[config.mk]
export PLATFORM = sky130hd
export DESIGN_NAME = cp0_responder
export DESIGN_NICKNAME = d
export VERILOG_FILES = /design/src/rtl/cp0_responder.sv
export SDC_FILE = /design/constraint.sdc
export NUM_CORES = 1
export LEC_CHECK = 0
export ABC_AREA = 1
export BUFFER_PORTS_ARGS = -buffer_cell sky130_fd_sc_hd__buf_2
export CORE_ASPECT_RATIO = 0.6
export CORE_MARGIN = 3
export CORE_UTILIZATION = 52
export CTS_CLUSTER_DIAMETER = 120
export DETAILED_ROUTE_END_ITERATION = 8
export PLACE_DENSITY = 0.89
export SYNTH_ARGS = -nofsm -noshare
export SYNTH_HDL_FRONTEND = slang
export SYNTH_SLANG_ARGS = --single-unit
[constraint.sdc]
create_clock -name clk -period 4.7 [get_ports clk]
set_clock_uncertainty 0.1 [all_clocks]
set_input_delay 1.41 -clock clk [delete_from_list [all_inputs] [get_ports clk]]
set_output_delay 1.41 -clock clk [all_outputs]
set_load 0.05 [all_outputs]
[src/rtl/cp0_responder.sv]
// MIPS-style coprocessor 0 slice: SR, Cause, EPC and PRId, with combinational
// exception/interrupt request and mfc0 read port.
module cp0_responder #(
  parameter logic [4:0]  EXC_NONE = 5'b11111,
  parameter logic [31:0] PRID_VAL = 32'h0000_4D49
) (
  input  logic        clk,
  input  logic        reset,
  input  logic [4:0]  A1,
  input  logic [4:0]  A2,
  input  logic [31:0] DIn,
  input  logic        We,
  input  logic [31:0] PC,
  input  logic        BD,
  input  logic [4:0]  ExcCodeIn,
  input  logic [5:0]  HWInt,
  input  logic        EXLClr,
  output logic        IntReq,
  output logic [31:0] EPC,
  output logic [31:0] DOut
);

  localparam logic [4:0] REG_SR    = 5'd12;
  localparam logic [4:0] REG_CAUSE = 5'd13;
  localparam logic [4:0] REG_EPC   = 5'd14;
  localparam logic [4:0] REG_PRID  = 5'd15;

  logic [5:0]  im_q, im_d;
  logic        exl_q, exl_d;
  logic        ie_q, ie_d;
  logic        bd_q, bd_d;
  logic [5:0]  ip_q, ip_d;
  logic [4:0]  exc_code_q, exc_code_d;
  logic [31:0] epc_q, epc_d;

  logic        int_pend;
  logic        exc_pend;
  logic [31:0] pc_aligned;

  assign int_pend   = (|(HWInt & im_q)) & ie_q & ~exl_q;
  assign exc_pend   = (ExcCodeIn != EXC_NONE) & ~exl_q;
  assign IntReq     = int_pend | exc_pend;
  assign pc_aligned = PC & 32'hFFFF_FFFC;

  always_comb begin
    // NOTE: every next-state variable takes its hold value first so no path
    // through the branches below can leave one unassigned and infer a latch.
    im_d       = im_q;
    exl_d      = exl_q;
    ie_d       = ie_q;
    bd_d       = bd_q;
    ip_d       = HWInt;
    exc_code_d = exc_code_q;
    epc_d      = epc_q;

    if (IntReq) begin
      // Taking the exception discards any same-cycle mtc0 and eret.
      exl_d      = 1'b1;
      bd_d       = BD;
      epc_d      = BD ? pc_aligned - 32'd4 : pc_aligned;
      exc_code_d = int_pend ? 5'd0 : ExcCodeIn;
    end else begin
      if (We) begin
        if (A2 == REG_SR) begin
          im_d  = DIn[15:10];
          exl_d = DIn[1];
          ie_d  = DIn[0];
        end else if (A2 == REG_EPC) begin
          epc_d = {DIn[31:2], 2'b00};
        end
      end
      if (EXLClr) exl_d = 1'b0;
    end
  end

  // NOTE: state registers use non-blocking assignments so all of them update
  // together from the values computed before the edge.
  always_ff @(posedge clk) begin
    if (reset) begin
      im_q       <= 6'h3F;
      exl_q      <= 1'b0;
      ie_q       <= 1'b1;
      bd_q       <= 1'b0;
      ip_q       <= 6'h00;
      exc_code_q <= 5'd0;
      epc_q      <= 32'h0000_3000;
    end else begin
      im_q       <= im_d;
      exl_q      <= exl_d;
      ie_q       <= ie_d;
      bd_q       <= bd_d;
      ip_q       <= ip_d;
      exc_code_q <= exc_code_d;
      epc_q      <= epc_d;
    end
  end

  assign EPC = epc_q;

  // Reads see pre-edge state; the pipeline forwards in-flight mtc0 data.
  always_comb begin
    DOut = 32'h0;
    case (A1)
      REG_SR:    DOut = {16'h0, im_q, 8'h0, exl_q, ie_q};
      REG_CAUSE: DOut = {bd_q, 15'h0, ip_q, 3'h0, exc_code_q, 2'b00};
      REG_EPC:   DOut = epc_q;
      REG_PRID:  DOut = PRID_VAL;
      default:   DOut = 32'h0;
    endcase
  end

endmodule

### Word-level counts from Yosys, hierarchy flattened

Cells that the tools add are included.

| word-level totals | value |
|---|---|
| bits in latches | 0 |
| output and inout port bits | 65 |
| bits in registers | 52 |
| ROM bits | 0 |
| bits in writable memories | 0 |
| memories kept | 0 |
| input bits | 90 |

| operators by class | value |
|---|---|
| multiply operators | 0 |
| shifts and indexed selects | 0 |
| bitwise gates (word level) | 7 |
| add/subtract/negate cells | 1 |
| reduce and logical (&&, ||, !) cells | 8 |
| divide/modulo/power cells | 0 |
| order comparisons | 0 |
| equality and inequality tests | 8 |
| muxes and demuxes | 11 |

Operators with widths:

| cell | number |
|---|---|
| $mux W32 | 5 |
| $pmux W32 S4 | 1 |
| $sub A32 B3 Y32 const B | 1 |
| $eq A5 B4 Y1 const B | 6 |
| $and A6 B6 Y6 | 1 |
| $reduce_and A3 Y1 | 2 |
| $reduce_bool A3 Y1 | 2 |
| $reduce_or A6 Y1 | 1 |
| $mux W5 | 1 |
| $ne A5 B5 Y1 const B | 1 |
| $mux W1 | 4 |
| $reduce_bool A2 Y1 | 2 |
| $and A1 B1 Y1 | 3 |
| $ne A2 B2 Y1 const B | 1 |
| $not A1 Y1 | 2 |
| $reduce_and A2 Y1 | 1 |
| $or A1 B1 Y1 | 1 |

### Longest topological paths before layout

Gate-level depths: netlist of run 1.

| depth | value |
|---|---|
| depth in word-level cells | 7 |
| mapped depth | 13 |
| gate-level depth less buffers | 13 |

### Worst setup path after synthesis of run 1

OpenSTA, ideal clock, no wires.

| timing path | value |
|---|---|
| kind | input to output |
| from | input port A1[3] |
| to | output port DOut[5] |
| stages on the path | 5 |
| data required time | 3190 ps |
| setup slack | 213 ps |
| arrival time | 2977 ps |
| cell sequence | nand2_1 -> nor2_1 -> nand2_1 -> clkbuf_1 -> o21ai_0 |

| between the ends | value |
|---|---|
| cells in the longest elaborated chain, start to end | 2 |
| elaborated cells between the ends (all ways) | 5 |

RTL lines:

| what | RTL line | source |
|---|---|---|
| from (decl) | 9 | `input logic [4:0] A1,` |
| $eq A5 B4 Y1 | 103 | `case (A1)` |
| $pmux W32 S4 (*) | 103 |  |
| to (decl) | 20 | `output logic [31:0] DOut` |

Every way passes the cells marked *; elsewhere a longest branch is shown, timed or not.

### Final worst setup path of run 1

| timing path | value |
|---|---|
| from | input port A1[3] |
| to | output port DOut[2] |

Same word-level chain as after synthesis.

==> run_results.csv, run 1 <==
group,metric,value,unit
outcome,status,"complete, no violations",
min_path,hold_path_depth,2,
sta,finalMaxSlewViolations,0,
logic_synthesis,netlist_instances,602,
critical_path,rr_endpoint,"im_q[4]$_SDFFE_PP1P_",
drt,viasPerCell,5.25,
clock_network,h-tree-depth,2,
sta,setup_viol,0,
sta,finalHoldViolCount,0,
global_routing,grt_max_degree,42,
sta,max_slew_margin,39.8,%
drt,drt-total-wl,12100,microns
layout,layout.nets,831,
sta,setup_slack,0.312,ns
drt,drtAntennaViolNets,0,
logic_synthesis,yosys.area.top_type,"dfxtp_1",
floorplan,coreArea,0.00641,sq mm
layout,antenna_cells,0,
critical_path,required,3.19,ns
sta,setup-tns-final,0,ns
clock_network,cts.repair.resized,0,
logic_synthesis,synth_top_area_share,27.7,%
critical_path,critPathKind,"in2out",
drt,drt-pass1-iter-count,5,
logic_synthesis,ys_top_cells_by_area,"dfxtp_1 (28%), nand2_1 (20%), nor2_1 (9.6%), inv_1 (7.9%), nand3_1 (4.1%)",
placed_design,gp_congestion,0.986,
clock_network,cts_root_buf,"clkbuf_16",
logic_synthesis,yosys_warnings,0,
floorplan,num_rows,22,
floorplan,die-width,114,microns
logic_synthesis,syn_avg_cell_area,6.01,sq um
clock_network,postCtsSetupBuffers,0,
critical_path,critPathMaxFanout,9,
drt,first_iter_violations,390,
logic_synthesis,synth_edf_count,0,
clock_network,cts_max_path_buffers,2,
placed_design,dp_hpwl,9580,microns
floorplan,initial_utilization,56.4,%
logic_synthesis,async_flop_share,0,%
logic_synthesis,synthFlopType,"dfxtp_1",
floorplan,die_y,70.6,microns
global_routing,grt_first_pass_wirelength,19200,microns
sta,rsz0062_at_grt,"no",
pwr,ir_worst_vdd,165,uV
layout,drive_above_1_share,26.7,%
global_routing,grt_pass1_vias,3956,
sta,fin_crit_sh,93.4,%
min_path,min_from,"EPC[28]$_SDFFE_PP0P_",
logic_synthesis,synth_area,0.00362,sq mm
placed_design,place_worst_setup_slack,0.337,ns
clock_network,cts_tree,"done",
critical_path,reg2regPathDepth,10,
min_path,hold_end,"EPC[28]$_SDFFE_PP0P_",
critical_path,cp.arrival,2.88,ns
pwr,powerDensity,273,mW/mm^2
sta,fin_crit,4.39,ns
min_path,hold_class,"reg2reg",
sta,tightest_slew,0.903,ns
placed_design,port_buffers,150,
critical_path,r2r_slack,2.72,ns
critical_path,crit_path_end_kind,"output pin",
clock_network,ctsHoldBuffers,0,
logic_synthesis,ys_ff_latch,50,
clock_network,numCtsBuffers,5,
global_routing,grt-ovfl-total,0,
logic_synthesis,yosysSeqAreaShare,27.7,%
global_routing,antenna_found_initial,0,
layout,synthToLayoutAreaGrowth,24.3,%
critical_path,reg2reg_from,"im_q[1]$_SDFFE_PP1P_",
pwr,p_leak,0.00237,uW
drt,drc,0,
global_routing,track_usage,29.4,%
clock_network,clk_pin_slew_worst_paths,0.06,ns
layout,n_fill_cell,602,
drt,detail_route.wl_per_cell,14.7,microns
clock_network,clk_latency,0.29,ns
logic_synthesis,synth.distinct_cells,40,
critical_path,start_kind,"input port",
drt,route.vias.total,4332,
critical_path,setup.worst_path.start,"A1[3]",
clock_network,clock_sinks,50,
sta,max_freq,228,MHz
run,cap_violations,0,
floorplan,die_area,0.00803,sq mm
floorplan,num_io_pins,155,
[metrics by stage]
step           std cells  total power (uW)  hold WS, ns  cell area [sq um]  utilization, %
3_3_place_gp         817               812        0.366               4330            67.6
2_1_floorplan        603               717        0.351               3620               -
3_5_place_dp         817               819        0.372               4330            67.6
6_report             825              1230        0.380               4500            70.2
4_1_cts              825              1230        0.382               4500            70.2
5_1_grt              825              1270        0.410               4500            70.2
[placed cells by master, fill, tap and decap left out, drive strengths merged]
cell / Yosys / routed
clkinv: 1 / 1
a22o: 3 / 3
nand3: 36 / 36
clkbuf: 9 / 6
o21ai: 33 / 33
clkinvlp: 0 / 1
nor2: 101 / 101
o2111ai: 2 / 2
o21bai: 3 / 3
a31o: 1 / 1
dfxtp: 50 / 50
or2: 1 / 1
inv: 80 / 80
nand4: 9 / 9
a31oi: 2 / 2
xnor2: 2 / 2
ha: 1 / 1
nand2: 201 / 201
nor3: 5 / 5
o211ai: 5 / 5
xor2: 8 / 8
bufinv: 0 / 1
buf: 13 / 152
a21oi: 35 / 35
conb: 1 / 2
[registers in the layout, indices dropped and copies added, names as in the netlist]
register    flops
im_q            6
ie_q            1
exl_q           1
EPC            30
ip_q            6
bd_q            1
exc_code_q      5
[report_power, final]
part           switching (uW)  internal (uW)  leakage (uW)
combinational             245           94.3       0.00188
clock                     163            252     0.0000771
sequential               20.6            454      0.000414
[synthesized netlist by cell type (3+ instances only)]
cell and n:
nand2_1 194, nor2_1 93, inv_1 76, dfxtp_1 50, nand3_1 30, o21ai_0 27
a21oi_1 26, a21oi_2 9, clkbuf_1 9, nand4_1 9, xor2_1 8, buf_4 5
nand2_2 5, nor2_4 5, o211ai_1 5, o21ai_1 5, nand3_2 4, nor3_1 4
a22o_1 3, buf_2 3, buf_6 3, inv_2 3, nor2_2 3
[worst max-delay path by stage]
stage	to	slack [ns]	cells after the start
after floorplan	DOut[5]	0.21	5
after global placement	DOut[31]	0.38	7
after detailed placement	DOut[2]	0.34	7
after CTS	DOut[2]	0.33	7
after global routing	DOut[2]	0.25	7
final	DOut[2]	0.31	7
[routing by layer]
metal	GRT usage, %	part of all wire [%]
met1	41.6	45
met2	47.2	44
met3	5.73	10
met4	5.60	0.75
met5	0	0
[cell type report]
class / count / area [sq um] / area share, %
Multi-Input combinational cell: 450 / 2150 / 47.9
Clock buffer: 6 / 129 / 2.86
Timing Repair Buffer: 152 / 766 / 17.0
Clock inverter: 2 / 37.5 / 0.834
Inverter: 81 / 307 / 6.81
Sequential cell: 50 / 1000 / 22.2
Tap cell: 84 / 105 / 2.34
[worst max-delay path: stages]
cell and delay, ns:
buf_2 0.09, nand2_1 0.07, nor2_1 0.06, nand2_1 0.28, clkinv_1 0.42, a22o_1 0.33, buf_2 0.21
[cells by family after synthesis]
logic type | count (synthesis) | share of synthesized area, %
simple gates | 353 | 42.4
buf+inv | 103 | 12.9
compound gates | 84 | 14.2
flops | 50 | 27.7
xor+xnor | 10 | 2.42
fa+ha+maj | 1 | 0.346
other cells | 1 | 0.104
Note: power is estimated with default switching activity, not from simulation.
==> inputs of run 2 (changes only) <==
CORE_ASPECT_RATIO = 1.75   (was 0.6)
CORE_UTILIZATION = 45   (was 52)
PLACE_DENSITY = 0.79   (was 0.89)
==> run 2 against run 1 <==
Against the previous run:
- worst hold slack barely moved
- total power rose by 4.3%
- count of clock-buffer cells in the layout fell by 1
- first-iteration DRC count fell by 28%
- sequential cell count did not move
- fmax rose by 6.7%
- critical path type unchanged
- wire length fell by 0.64%
- clock power rose by 14%
==> run_results.csv, run 2 (synthesis results as in run 1) <==
group,metric,value,unit
floorplan,die_y,125,microns
global_routing,grt_pass1_vias,3969,
clock_network,numCtsBuffers,5,
pwr,switchingPower,426,uW
clock_network,cts_max_path_buffers,2,
global_routing,antenna_found_initial,0,
placed_design,port_buffers,150,
layout,synthToLayoutAreaGrowth,25.4,%
sta,finalMaxSlewViolations,0,
layout,multiInputGateArea,0.00215,sq mm
drt,drtAntennaViolNets,0,
clock_network,cts.repair.resized,0,
clock_network,ctsHoldBuffers,0,
layout,seq_area,0.00100,sq mm
clock_network,clock_sinks,50,
drt,drt-pass1-iter-count,5,
sta,fin_crit_sh,87.5,%
clock_network,h-tree-depth,2,
placed_design,dp_hpwl,9700,microns
floorplan,die-width,73.8,microns
floorplan,num_rows,42,
layout,final_cell_mix,"nand2_1 (194), buf_2 (150), nor2_1 (93)",
global_routing,track_usage,25.9,%
clock_network,cts_tree,"done",
pwr,pwr-share-comb,26.3,%
layout,layout.nets,832,
drt,drc,0,
critical_path,cp.arrival,2.60,ns
sta,tightest_slew,0.881,ns
critical_path,required,3.19,ns
outcome,status,"complete, no violations",
placed_design,dp_cells,822,
clock_network,postCtsSetupBuffers,0,
floorplan,die_area,0.00920,sq mm
layout,antenna_cells,0,
pwr,p_total,1280,uW
layout,n_fill_cell,802,
floorplan,num_io_pins,155,
critical_path,critPathMaxFanout,12,
critical_path,start_kind,"input port",
placed_design,place_area,0.00435,sq mm
sta,max_freq,243,MHz
sta,fin_crit,4.11,ns
critical_path,crit_path_end_kind,"output pin",
drt,drt-total-wl,12100,microns
drt,first_iter_violations,280,
layout,stdcell_count,830,
layout,stdcell_area,0.00454,sq mm
pwr,swShare,33.3,%
pwr,ir_worst_vdd,181,uV
pwr,powerDensity,282,mW/mm^2
sta,setup_viol,0,
pwr,p_leak,0.00239,uW
drt,viasPerCell,5.14,
sta,max_slew_margin,41.2,%
layout,drive_above_1_share,27.0,%
run,cap_violations,0,
pwr,internal_power,855,uW
clock_network,clk_pin_slew_worst_paths,0.06,ns
sta,finalHoldViolCount,0,
floorplan,initial_utilization,47.2,%
sta,rsz0062_at_grt,"no",
pwr,pwr-share-clk,36.7,%
global_routing,grt_max_degree,41,
drt,detail_route.wl_per_cell,14.5,microns
sta,setup-tns-final,0,ns
drt,route.vias.total,4263,
clock_network,clk_latency,0.30,ns
floorplan,coreArea,0.00767,sq mm
min_path,hold_class,"reg2reg",
critical_path,critPathKind,"in2out",
layout,largest_reg_flops,30,
clock_network,cts_root_buf,"clkbuf_16",
global_routing,grt_first_pass_wirelength,18700,microns
global_routing,grt-ovfl-total,0,
placed_design,gp_congestion,0.962,
pwr,p_seq_share,37.0,%
layout,final_common_cell,"nand2_1",
-- run 2: changes by cell type in the layout (fill, tap and decap cells not counted) --
cell	previous run	this run
clkbuf_1	1	0
clkinvlp_4	1	0
clkinv_4	0	1
bufinv_16	1	2
buf_4	2	3
-- run 2: cell type report --
class	instances	share of cell area (%)
clock inverters	3	1.52
clock buffers	5	2.76
inverters	81	6.75
flip-flops and latches	50	22.1
multi-input cells	450	47.5
repair buffers	153	17.0
well taps	88	2.43
-- run 2: layer usage --
| metal | track usage (%) | share of wire, % | vias to the layer above |
|---|---|---|---|
| met2 | 48.4 | 54 | 176 |
| met1 | 28.1 | 37 | 1905 |
| met3 | 2.91 | 6.2 | 25 |
| met4 | 10.0 | 3.0 | 0 |
| met5 | 0 | 0 | - |
| li1 | - | - | 2157 |
-- run 2: per-stage QoR --
stage,hold WS [ns],utilization [%],worst slack (ns)
CTS,0.380,59.2,0.585
global route,0.398,59.2,0.496
detailed placement,0.367,56.6,0.600
floorplan,0.351,-,0.213
finish,0.380,59.2,0.586
global placement,0.364,56.6,0.669
-- run 2: worst paths after layout --
kind                                           start                   end  slack (ns)  cells past startpoint
worst max register to register  im_q[3]$_SDFFE_PP1P_  EPC[12]$_SDFFE_PP1P_        2.60                     10
worst min-delay path            EPC[27]$_SDFFE_PP0P_  EPC[27]$_SDFFE_PP0P_        0.38                      2
worst min register to register  EPC[27]$_SDFFE_PP0P_  EPC[27]$_SDFFE_PP0P_        0.38                      2
worst max-delay path                           A1[3]               DOut[3]        0.59                      8
-- run 2: power groups by stage --
| stage | registers [uW] | clock network (uW) | logic, uW |
|---|---|---|---|
| 2_1_floorplan | 558 | 0 | 160 |
| 3_3_place_gp | 482 | 0 | 331 |
| 3_5_place_dp | 483 | 0 | 335 |
| 4_1_cts | 474 | 473 | 337 |
| 5_1_grt | 477 | 485 | 365 |
| 6_report | 474 | 470 | 337 |
-- run 2: critical path, stage by stage --
cell	delay, ns
buf_2	0.07
nand2_1	0.06
nor2_1	0.12
nand2_1	0.06
inv_1	0.35
nand2_1	0.11
o211ai_1	0.11
buf_2	0.29
